### config.mk
export PLATFORM = sky130hd
export DESIGN_NAME = alu_unit
export DESIGN_NICKNAME = d
export VERILOG_FILES = /design/src/rtl/scpu_pkg.sv /design/src/rtl/alu_muldiv_seq.sv /design/src/rtl/alu_unit.sv
export SDC_FILE = /design/constraint.sdc
export NUM_CORES = 1
export LEC_CHECK = 0
export BUFFER_PORTS_ARGS = -buffer_cell sky130_fd_sc_hd__buf_2
export CORE_MARGIN = 1
export CORE_UTILIZATION = 25
export DETAILED_ROUTE_END_ITERATION = 16
export PLACE_DENSITY = 0.39
export SETUP_SLACK_MARGIN = 0.5
export SLEW_MARGIN = 20
export SYNTH_ARGS = -nofsm -noshare
export SYNTH_HDL_FRONTEND = slang
export SYNTH_SLANG_ARGS = --single-unit
### constraint.sdc
create_clock -name clk -period 5.95 [get_ports clk]
set_clock_uncertainty 0.05 [all_clocks]
set_input_delay 1.19 -clock clk [delete_from_list [all_inputs] [get_ports clk]]
set_output_delay 1.19 -clock clk [all_outputs]
set_load 0.03 [all_outputs]
### src/rtl/scpu_pkg.sv
// Shared definitions for the simple CPU: one-hot ALU opcodes (identical to the
// control unit's encoding), flag bit positions inside the {V,N,C,Z} vector and
// the ALU sequencer state encoding.
package scpu_pkg;

  localparam logic [7:0] ALU_ADD = 8'h01;
  localparam logic [7:0] ALU_SUB = 8'h02;
  localparam logic [7:0] ALU_MUL = 8'h04;
  localparam logic [7:0] ALU_DIV = 8'h08;
  localparam logic [7:0] ALU_AND = 8'h10;
  localparam logic [7:0] ALU_OR  = 8'h20;
  localparam logic [7:0] ALU_XOR = 8'h40;
  localparam logic [7:0] ALU_CMP = 8'h80;

  localparam int FLAG_Z = 0;
  localparam int FLAG_C = 1;
  localparam int FLAG_N = 2;
  localparam int FLAG_V = 3;

  typedef enum logic [1:0] {
    ST_IDLE    = 2'd0,
    ST_MUL_RUN = 2'd1,
    ST_DIV_RUN = 2'd2
  } alu_state_t;

endpackage

### src/rtl/alu_muldiv_seq.sv
// Iterative multiply / divide engine, one bit per clock for WIDTH clocks.
//   MUL: shift-add, {res_hi,res_lo} = a * b (unsigned).
//   DIV: restoring shift-subtract, res_lo = a / b, res_hi = a % b (b != 0).
// Ports:
//   clk, rst          clock, asynchronous active-high reset
//   start             load operands and begin (ignored if a run is active only
//                     by construction: the caller never starts while busy)
//   op_div            0 = multiply, 1 = divide; sampled with start
//   a_in, b_in        operands, sampled with start
//   done              high during the cycle whose edge performs the last step
//   res_lo, res_hi    accumulator halves; valid the cycle after done
module alu_muldiv_seq #(
  parameter int WIDTH = 8
) (
  input  logic             clk,
  input  logic             rst,
  input  logic             start,
  input  logic             op_div,
  input  logic [WIDTH-1:0] a_in,
  input  logic [WIDTH-1:0] b_in,
  output logic             done,
  output logic [WIDTH-1:0] res_lo,
  output logic [WIDTH-1:0] res_hi
);

  localparam int CW = $clog2(WIDTH) + 1;
  localparam logic [CW-1:0] LAST = CW'(WIDTH - 1);

  logic [2*WIDTH-1:0] acc, acc_nxt;
  logic [WIDTH-1:0]   opb;
  logic [CW-1:0]      cnt;
  logic               run, div_q;
  logic [WIDTH:0]     add_t, sub_t;

  always_comb begin
    add_t   = {1'b0, acc[2*WIDTH-1:WIDTH]} + {1'b0, opb};
    // Partial remainder shifted left with the next dividend bit; it stays
    // below 2*b so WIDTH+1 bits are enough and bit WIDTH is the borrow.
    sub_t   = acc[2*WIDTH-1:WIDTH-1] - {1'b0, opb};
    acc_nxt = acc;
    if (div_q) begin
      if (!sub_t[WIDTH])
        acc_nxt = {sub_t[WIDTH-1:0], acc[WIDTH-2:0], 1'b1};
      else
        acc_nxt = {acc[2*WIDTH-2:0], 1'b0};
    end else if (acc[0]) begin
      acc_nxt = {add_t, acc[WIDTH-1:1]};
    end else begin
      acc_nxt = {1'b0, acc[2*WIDTH-1:1]};
    end
  end

  assign done   = run && (cnt == LAST);
  assign res_lo = acc[WIDTH-1:0];
  assign res_hi = acc[2*WIDTH-1:WIDTH];

  always_ff @(posedge clk or posedge rst) begin
    if (rst) begin
      acc   <= '0;
      opb   <= '0;
      cnt   <= '0;
      run   <= 1'b0;
      div_q <= 1'b0;
    end else if (start) begin
      acc   <= {{WIDTH{1'b0}}, a_in};
      opb   <= b_in;
      cnt   <= '0;
      run   <= 1'b1;
      div_q <= op_div;
    end else if (run) begin
      acc <= acc_nxt;
      cnt <= cnt + 1'b1;
      if (done) run <= 1'b0;
    end
  end

endmodule

### src/rtl/alu_unit.sv
// Sequential ALU fed by the control unit. Single-cycle ops (ADD/SUB/AND/OR/
// XOR/CMP) respond one cycle after acceptance; MUL/DIV use the iterative
// engine (alu_muldiv_seq) and hold busy while it runs.
// Build option: define ALU_MULDIV_EN to build MUL/DIV. Without it MUL/DIV are
// reported as illegal, result_hi and busy are tied low.
// Ports:
//   clk, rst            clock, asynchronous active-high reset
//   alu_en, alu_opr     request strobe and one-hot opcode (scpu_pkg::ALU_*)
//   a_in, b_in          operands from the register file read ports
//   result, result_hi   primary result / product high byte or remainder
//   result_we           one-cycle register-file write strobe
//   busy                MUL/DIV in progress
//   flags               {V,N,C,Z}, registered
//   illegal             one-cycle pulse for a non-one-hot (or unbuilt) opcode
module alu_unit #(
  parameter int WIDTH = 8
) (
  input  logic             clk,
  input  logic             rst,
  input  logic             alu_en,
  input  logic [7:0]       alu_opr,
  input  logic [WIDTH-1:0] a_in,
  input  logic [WIDTH-1:0] b_in,
  output logic [WIDTH-1:0] result,
  output logic [WIDTH-1:0] result_hi,
  output logic             result_we,
  output logic             busy,
  output logic [3:0]       flags,
  output logic             illegal
);
  import scpu_pkg::*;

  localparam int MSB = WIDTH - 1;

  alu_state_t       state, state_nxt;
  logic [7:0]       op_q;
  logic [WIDTH-1:0] a_q, b_q;
  logic             pend_q, accept, md_start, fire;
  logic [WIDTH:0]   sum_t, diff_t;
  logic [WIDTH-1:0] val, res_nxt;
  logic [3:0]       flags_nxt;
  logic             c_bit, v_bit, wr, legal, we_nxt, ill_nxt;

  assign accept = alu_en && (state == ST_IDLE);

`ifdef ALU_MULDIV_EN
  logic             md_done, md_pend_q;
  logic [WIDTH-1:0] md_lo, md_hi, hi_nxt;

  // A zero divisor bypasses the engine and completes on the single-cycle path.
  assign md_start = accept && ((alu_opr == ALU_MUL) ||
                               ((alu_opr == ALU_DIV) && (b_in != '0)));
  assign fire     = pend_q || md_pend_q;

  alu_muldiv_seq #(.WIDTH(WIDTH)) u_muldiv (
    .clk    (clk),
    .rst    (rst),
    .start  (md_start),
    .op_div (alu_opr == ALU_DIV),
    .a_in   (a_in),
    .b_in   (b_in),
    .done   (md_done),
    .res_lo (md_lo),
    .res_hi (md_hi)
  );
`else
  assign md_start = 1'b0;
  assign fire     = pend_q;
`endif

  always_ff @(posedge clk or posedge rst) begin
    if (rst) state <= ST_IDLE;
    else     state <= state_nxt;
  end

  always_comb begin
    state_nxt = state;
`ifdef ALU_MULDIV_EN
    case (state)
      ST_IDLE:    if (md_start) state_nxt = (alu_opr == ALU_MUL) ? ST_MUL_RUN : ST_DIV_RUN;
      ST_MUL_RUN,
      ST_DIV_RUN: if (md_done) state_nxt = ST_IDLE;
      default:    state_nxt = ST_IDLE;
    endcase
`else
    state_nxt = ST_IDLE;
`endif
  end

  // Request capture: single-cycle ops (and illegal codes) are evaluated from
  // these registers on the following edge.
  always_ff @(posedge clk or posedge rst) begin
    if (rst) begin
      op_q   <= '0;
      a_q    <= '0;
      b_q    <= '0;
      pend_q <= 1'b0;
    end else begin
      pend_q <= accept && !md_start;
      if (accept) begin
        op_q <= alu_opr;
        a_q  <= a_in;
        b_q  <= b_in;
      end
    end
  end

  always_comb begin
    sum_t  = {1'b0, a_q} + {1'b0, b_q};
    diff_t = {1'b0, a_q} - {1'b0, b_q};
    val    = '0;
    c_bit  = 1'b0;
    v_bit  = 1'b0;
    wr     = 1'b1;
    legal  = 1'b1;
`ifdef ALU_MULDIV_EN
    hi_nxt = result_hi;
`endif
    case (op_q)
      ALU_ADD: begin
        val   = sum_t[MSB:0];
        c_bit = sum_t[WIDTH];
        v_bit = (a_q[MSB] == b_q[MSB]) && (sum_t[MSB] != a_q[MSB]);
      end
      ALU_SUB, ALU_CMP: begin
        val   = diff_t[MSB:0];
        c_bit = diff_t[WIDTH];
        v_bit = (a_q[MSB] != b_q[MSB]) && (diff_t[MSB] != a_q[MSB]);
        wr    = (op_q != ALU_CMP);
      end
      ALU_AND: val = a_q & b_q;
      ALU_OR:  val = a_q | b_q;
      ALU_XOR: val = a_q ^ b_q;
`ifdef ALU_MULDIV_EN
      // Only a zero divisor takes this path.
      ALU_DIV: begin
        val    = '1;
        hi_nxt = a_q;
        c_bit  = 1'b1;
        v_bit  = 1'b1;
      end
`endif
      default: legal = 1'b0;
    endcase
`ifdef ALU_MULDIV_EN
    if (md_pend_q) begin
      val    = md_lo;
      hi_nxt = md_hi;
      wr     = 1'b1;
      legal  = 1'b1;
      v_bit  = 1'b0;
      c_bit  = (op_q == ALU_MUL) && (md_hi != '0);
    end
`endif
    res_nxt   = result;
    flags_nxt = flags;
    we_nxt    = 1'b0;
    ill_nxt   = 1'b0;
    if (fire) begin
      if (!legal) begin
        ill_nxt = 1'b1;
      end else begin
        flags_nxt[FLAG_Z] = (val == '0);
        flags_nxt[FLAG_N] = val[MSB];
        flags_nxt[FLAG_C] = c_bit;
        flags_nxt[FLAG_V] = v_bit;
        if (wr) begin
          res_nxt = val;
          we_nxt  = 1'b1;
        end
      end
    end
  end

  always_ff @(posedge clk or posedge rst) begin
    if (rst) begin
      result    <= '0;
      flags     <= '0;
      result_we <= 1'b0;
      illegal   <= 1'b0;
    end else begin
      result    <= res_nxt;
      flags     <= flags_nxt;
      result_we <= we_nxt;
      illegal   <= ill_nxt;
    end
  end

`ifdef ALU_MULDIV_EN
  always_ff @(posedge clk or posedge rst) begin
    if (rst) begin
      result_hi <= '0;
      busy      <= 1'b0;
      md_pend_q <= 1'b0;
    end else begin
      if (we_nxt) result_hi <= hi_nxt;
      busy      <= (state_nxt != ST_IDLE);
      md_pend_q <= md_done;
    end
  end
`else
  assign result_hi = '0;
  assign busy      = 1'b0;
`endif

endmodule

* After elaboration in Yosys (flattened, before gate mapping)
Index checks and enable logic that the tools add are counted.
** Cells by class
- Add/sub/neg operators :: 2
- Equality and inequality tests :: 11
- Muxes and demuxes :: 10
- Bitwise logic cells :: 3
- Reduce and logical (&&, ||, !) cells :: 7
** Operators by type and width (number)
- one-hot mux 8 bit (5 select lines) :: 1
- adder 8 x 8 -> 9 bit :: 1
- subtractor 8 x 8 -> 9 bit :: 1
- bitwise AND 8 bit :: 1
- equality test 8 x 1 -> 1 bit, second input constant :: 1
- equality test 8 x 2 -> 1 bit, second input constant :: 1
- equality test 8 x 5 -> 1 bit, second input constant :: 1
- equality test 8 x 6 -> 1 bit, second input constant :: 1
- equality test 8 x 7 -> 1 bit, second input constant :: 1
- equality test 8 bit, second input constant :: 1
- logical NOT 8 bit :: 1
- != test 8 bit, second input constant :: 1
- bitwise OR 8 bit :: 1
- bitwise XOR 8 bit :: 1
- two-way mux 1 bit :: 7
- OR reduction 6 bit :: 1
- one-hot mux 1 bit (2 select lines) :: 2
- != test 1 bit :: 3
- AND reduction 3 bit :: 1
- logical AND 1 bit :: 2
- AND reduction 2 bit :: 1
- OR reduction 2 bit :: 1
- equality test 1 bit :: 1
** Storage, ports and cells
- Bits in registers :: 39
- Input bits :: 27
- Output and inout port bits :: 23
- Logic and storage cells :: 41

* Logic depth before layout (Yosys ltp)
- Depth after elaboration :: 6
- Depth in mapped cells :: 11
- Gate-level depth less buffers :: 11

* Least setup slack after synthesis
OpenSTA, ideal clock, no wires.
- Path type :: flip-flop to flip-flop
- From :: register a_q[0]
- To :: register flags[0]
- Setup time :: 0.083 ns
- Arrival :: 2.370 ns
- Required time :: 5.817 ns
- Slack :: 3.448 ns
- Cell stages (with the launch flop) :: 12
- Path buffers :: 0
- Period minus slack after synthesis :: 2.502 ns
- Cell sequence :: dfrtp_1 > inv_1 > ha_1 > inv_1 > fa_1 > nor3b_1 > a211oi_1 > o31a_1 > o211ai_1 > a311oi_1 > nand4_1 > o21ai_0
** On the way
- Word-level cells in the longest chain between the ends :: 3
- Elaborated cells on any way between the ends :: 7
- Those cells by class :: 2 x add/sub; 1 x mux; 3 x bitwise; 1 x reduce/logical
** RTL lines
- from (decl) :: line alu_unit.sv:37 : logic [WIDTH-1:0] a_q, b_q;
- from (signal assigned) :: line alu_unit.sv:102 : a_q <= a_in;
- subtractor 8 x 8 -> 9 bit (tied with other cells) :: line alu_unit.sv:110 : diff_t = {1'b0, a_q} - {1'b0, b_q};
- one-hot mux 8 bit (5 select lines) * :: line alu_unit.sv:119 : case (op_q)
- logical NOT 8 bit * :: line alu_unit.sv:163 : flags_nxt[FLAG_Z] = (val == '0);
- to (signal assigned) :: line alu_unit.sv:183 : flags <= flags_nxt;
- to (decl) :: line alu_unit.sv:28 : output logic [3:0] flags,
Every way passes the cells marked *; elsewhere a longest branch is shown, timed or not.
A chain may end at the register's enable or synchronous reset.

* Worst setup path in the final report
Ends and elaborated chain as after synthesis.

==> impl.org <==
** Status
- Status :: finished, final reports clean

** CTS
- Post-CTS repair changed the size of 0 cells.
- Clock tree synthesis selected as its root buffer the cell sky130_fd_sc_hd__clkbuf_8.
- Hold-fix buffers at CTS :: 0
- Clock latency on the worst-skew pair, taken at its later pin, is 0.30 ns.
- Post-CTS Repair Setup Buffers :: 0
- For this design, the sink count on the clock tree is 39.
- The clock passes through at most 2 buffers.
- After clock tree synthesis, the clock-pin slew on the worst setup and hold paths is 0.08 ns.
- The number of clock buffers added by TritonCTS is 5.
- TritonCTS built the clock tree.
- The clock tree synthesis step divided the H-tree into 2 levels.

** Place
- Prior to clock tree synthesis, the placed netlist has a worst setup slack of 2.895 ns.
- Routability-driven placement finished with a final weighted congestion of 0.8070.
- Post-detailed-placement half-perimeter wirelength :: 5.126 mm
- Buffers placed on the I/O ports in this run total 40.

** Route
- The pre-antenna-repair detailed-routing pass consisted of 4 iterations.
- Avg WL per Cell :: 14.53 µm
- Starting DRC count in detailed routing :: 109
- Drt drc :: 0
- In the routed layout, each cell is associated on average with a via count of 4.647.
- Detailed routing inserted a total of 2156 vias.
- For this block, the routed nets add up to 6.741 mm of wire.
- Antenna Violating Nets Remaining :: 0

** Floorplanning
- Core Region :: 10420 µm²
- IO Pins :: 50
- After floorplanning, the core was divided into 37 placement rows.
- Starting utilization of the core area :: 0.2607
- Die extent in x :: 106.2 µm
- Vertical extent of the die :: 106.2 µm
- Floorplan die area :: 11280 µm²

** Yosys
- The synthesized design contains 0 enable-type register cells.
- The largest total area in the synthesized netlist belongs to sky130_fd_sc_hd__dfrtp_1.
- Share of Yosys cell area claimed by the top area cell type :: 0.3594
- The Yosys step of the flow raised 0 warnings.
- After synthesis the cells add up to 2715 µm².
- In this run, synthesis produced a sequential element count of 39.
- After technology mapping, the gate count stands at 292.
- Post-Synthesis Mean Instance Area :: 9.298 µm²
- Counting distinct cell types in the post-synthesis netlist gives 58.
- Share of synthesized area occupied by flip-flops and latches :: 0.3594
- After synthesis, the share of flip-flops with an asynchronous set or reset is 1.000.
- After synthesis, the cell types taking the most area are sky130_fd_sc_hd__dfrtp_1, sky130_fd_sc_hd__ha_1, sky130_fd_sc_hd__nand2_1.
- Post-synth top flop :: sky130_fd_sc_hd__dfrtp_1

** Setup path
- Worst setup path category :: register to register
- Among all stages on the critical path, the largest delay is contributed by sky130_fd_sc_hd__a211oi_1.
- Arrival time of data at the critical path endpoint :: 3.29 ns
- CP max FO :: 5
- CP cell instances :: inv_1 > ha_1 > inv_1 > fa_1 > nor3b_1 > a211oi_1 > o31ai_1 > nor3b_1 > a311oi_1 > nand4_1 > o21ai_0
- Worst path max stage delay :: 0.53 ns
- The worst setup path is launched from a register.
- STA puts the critical path data required time at 6.13 ns.
- CP endpoint kind :: register

** STA
- Across all setup checks in the final design, the least slack found is 2.841 ns.
- Max transition margin :: 0.5449
- TNS Setup :: 0 ns
- Timing would allow up to 0.3216 GHz.
- Worst hold margin :: 0.4265 ns
- Post-layout min period :: 3.109 ns
- The number of slew-limit violations in the final report came to 0.
- Count of final hold-check violations :: 0
- Period utilization :: 0.5225
- Setup repair after global routing left no endpoint under its margin.
- At the pin with the least slew margin, the transition time is 0.6826 ns.
- Setup violations remaining at the end of the flow were counted as 0.

** Power
- Fraction of power consumed by the clock network :: 0.314
- Of the total power, combinational logic draws 0.301.
- Of the total power, the share spent switching nets is 0.3399.
- Leak :: 1.532 nW
- Of the total power, registers draw 0.385.
- Cell Pwr Density :: 271.6 nW/µm²
- Cell internal power was estimated by the tool at 0.5584 mW.
- P_sw :: 0.2875 mW
- VDD sags by at most 0.09293 mV.

** GRT
- After global routing the overflow that remains totals 0.
- The first global-routing pass estimated 11.58 mm of wire.
- The number of antenna violations at the first check in global routing came to 0.
- Entering global routing, the biggest net connects 43 pins.
- Vias in the first global route :: 2237
- Tot GR Track Use :: 0.1317

** Layout
- Number of nets in the finished design :: 380
- Core Util, Final :: 0.2990
- In the final layout, the share of cells above drive strength 1 is 0.2043.
- The area growth from synthesis to layout is 14.70%.
- The repair_antennas step left the layout with diodes totalling 0.
- Fill cell total of the finished layout :: 1147

** Run
- Across the run, the number of max-cap violations was 0.

** Min path
- Hold Path Class :: register to register
## layer usage
layer | track usage | up-vias | part of all wire
li1 | - | 1091 | -
met1 | 0.1763 | 998 | 0.50
met2 | 0.2101 | 57 | 0.44
met3 | 0.02698 | 10 | 0.041
met4 | 0.04464 | 0 | 0.017
met5 | 0 | - | 0
## synthesized netlist by cell type (4+ instances only)
cell type / instances
sky130_fd_sc_hd__ha_1: 24
sky130_fd_sc_hd__and3_1: 4
sky130_fd_sc_hd__mux2_2: 7
sky130_fd_sc_hd__a21o_1: 6
sky130_fd_sc_hd__nor3_1: 5
sky130_fd_sc_hd__buf_4: 10
sky130_fd_sc_hd__clkbuf_1: 6
sky130_fd_sc_hd__nand3_1: 5
sky130_fd_sc_hd__nand2_1: 33
sky130_fd_sc_hd__inv_1: 26
sky130_fd_sc_hd__o21ai_0: 24
sky130_fd_sc_hd__a21oi_1: 10
sky130_fd_sc_hd__nor2b_1: 4
sky130_fd_sc_hd__o21ai_2: 4
sky130_fd_sc_hd__dfrtp_1: 39
sky130_fd_sc_hd__a211oi_1: 5
sky130_fd_sc_hd__nor2_1: 14
sky130_fd_sc_hd__o211ai_1: 5
sky130_fd_sc_hd__a2bb2oi_1: 5
## path summary, 6_finish.rpt
path                       startpoint   endpoint  slack, ns  depth (start not counted)
setup / recovery               a_q[0]   flags[0]       2.84                         11
hold reg to reg             result[2]  result[2]       0.43                          2
min in group asynchronous         rst   flags[0]       0.95                          3
hold / removal              result[2]  result[2]       0.43                          2
max in group asynchronous         rst     a_q[0]       4.55                          3
setup reg to reg               a_q[0]   flags[0]       2.84                         11
## per-stage QoR
stage                     std cells  power [mW]  cell area, µm²
after floorplan                 300      0.5195            2745
after global placement          456      0.5872            2982
after detailed placement        456      0.5881            2982
after CTS                       464      0.8600            3114
after global routing            464      0.9059            3114
final                           464      0.8459            3114
## placed cells by master, fill, tap and decap left out, types with 3 or more instances in the layout
| cell | synthesis | routed |
|---|---|---|
| sky130_fd_sc_hd__a211oi_1 | 5 | 5 |
| sky130_fd_sc_hd__a21o_1 | 6 | 6 |
| sky130_fd_sc_hd__a21oi_1 | 10 | 10 |
| sky130_fd_sc_hd__a221oi_1 | 3 | 3 |
| sky130_fd_sc_hd__a2bb2oi_1 | 5 | 5 |
| sky130_fd_sc_hd__and3_1 | 4 | 4 |
| sky130_fd_sc_hd__buf_2 | 2 | 40 |
| sky130_fd_sc_hd__clkbuf_8 | 0 | 5 |
| sky130_fd_sc_hd__conb_1 | 1 | 9 |
| sky130_fd_sc_hd__dfrtp_1 | 39 | 39 |
| sky130_fd_sc_hd__ha_1 | 24 | 24 |
| sky130_fd_sc_hd__inv_1 | 26 | 26 |
| sky130_fd_sc_hd__mux2_2 | 7 | 7 |
| sky130_fd_sc_hd__nand2_1 | 33 | 33 |
| sky130_fd_sc_hd__nand3_1 | 5 | 5 |
| sky130_fd_sc_hd__nor2_1 | 14 | 14 |
| sky130_fd_sc_hd__nor2b_1 | 4 | 4 |
| sky130_fd_sc_hd__nor3_1 | 5 | 5 |
| sky130_fd_sc_hd__o211ai_1 | 5 | 5 |
| sky130_fd_sc_hd__o21ai_0 | 24 | 24 |
| sky130_fd_sc_hd__o21ai_2 | 4 | 4 |
## registers in the layout, indices dropped and copies added, names as in the netlist
| name | count |
|---|---|
| result | 8 |
| illegal | 1 |
| op_q | 8 |
| a_q | 8 |
| result_we | 1 |
| b_q | 8 |
| flags | 4 |
| fire | 1 |
## cells by family (layout without fill, tap and decap cells)
| family | count (synthesis) | after routing | share of synthesized area |
|---|---|---|---|
| and+or+nand+nor | 85 | 85 | 0.1659 |
| AOI/OAI and AO/OA | 84 | 84 | 0.2166 |
| buffers and inverters | 47 | 75 | 0.08802 |
| DFF | 39 | 39 | 0.3594 |
| adders and majority gates | 26 | 26 | 0.1253 |
| muxes | 9 | 9 | 0.04009 |
| other | 1 | 9 | 0.001381 |
| xor gates and xnor gates | 1 | 1 | 0.003226 |
## power groups by stage
stage | clock, mW | combinational, mW | sequential [mW]
2_1_floorplan | 0 | 0.151 | 0.368
4_1_cts | 0.277 | 0.257 | 0.326
5_1_grt | 0.287 | 0.286 | 0.333
6_report | 0.266 | 0.254 | 0.326
3_5_place_dp | 0 | 0.256 | 0.332
3_3_place_gp | 0 | 0.256 | 0.332
## critical path, delay by kind of cell (launching register included)
family	cells	cell delay, ns
buf+inv	2	0.16
compound gates	4	1.36
flops	1	0.38
fa+ha+maj	2	0.61
simple gates	3	0.49
## layout make-up
type	instances	area [µm²]	area share
Sequential cell	39	975.9	0.3134
Tap cell	136	170.2	0.05464
Inverter	26	97.59	0.03134
Multi-Input combinational cell	214	1530	0.4914
Clock inverter	2	60.06	0.01928
Timing Repair Buffer	41	207.7	0.06669
Clock buffer	6	72.57	0.02330
(Power assumes the default switching activity.)
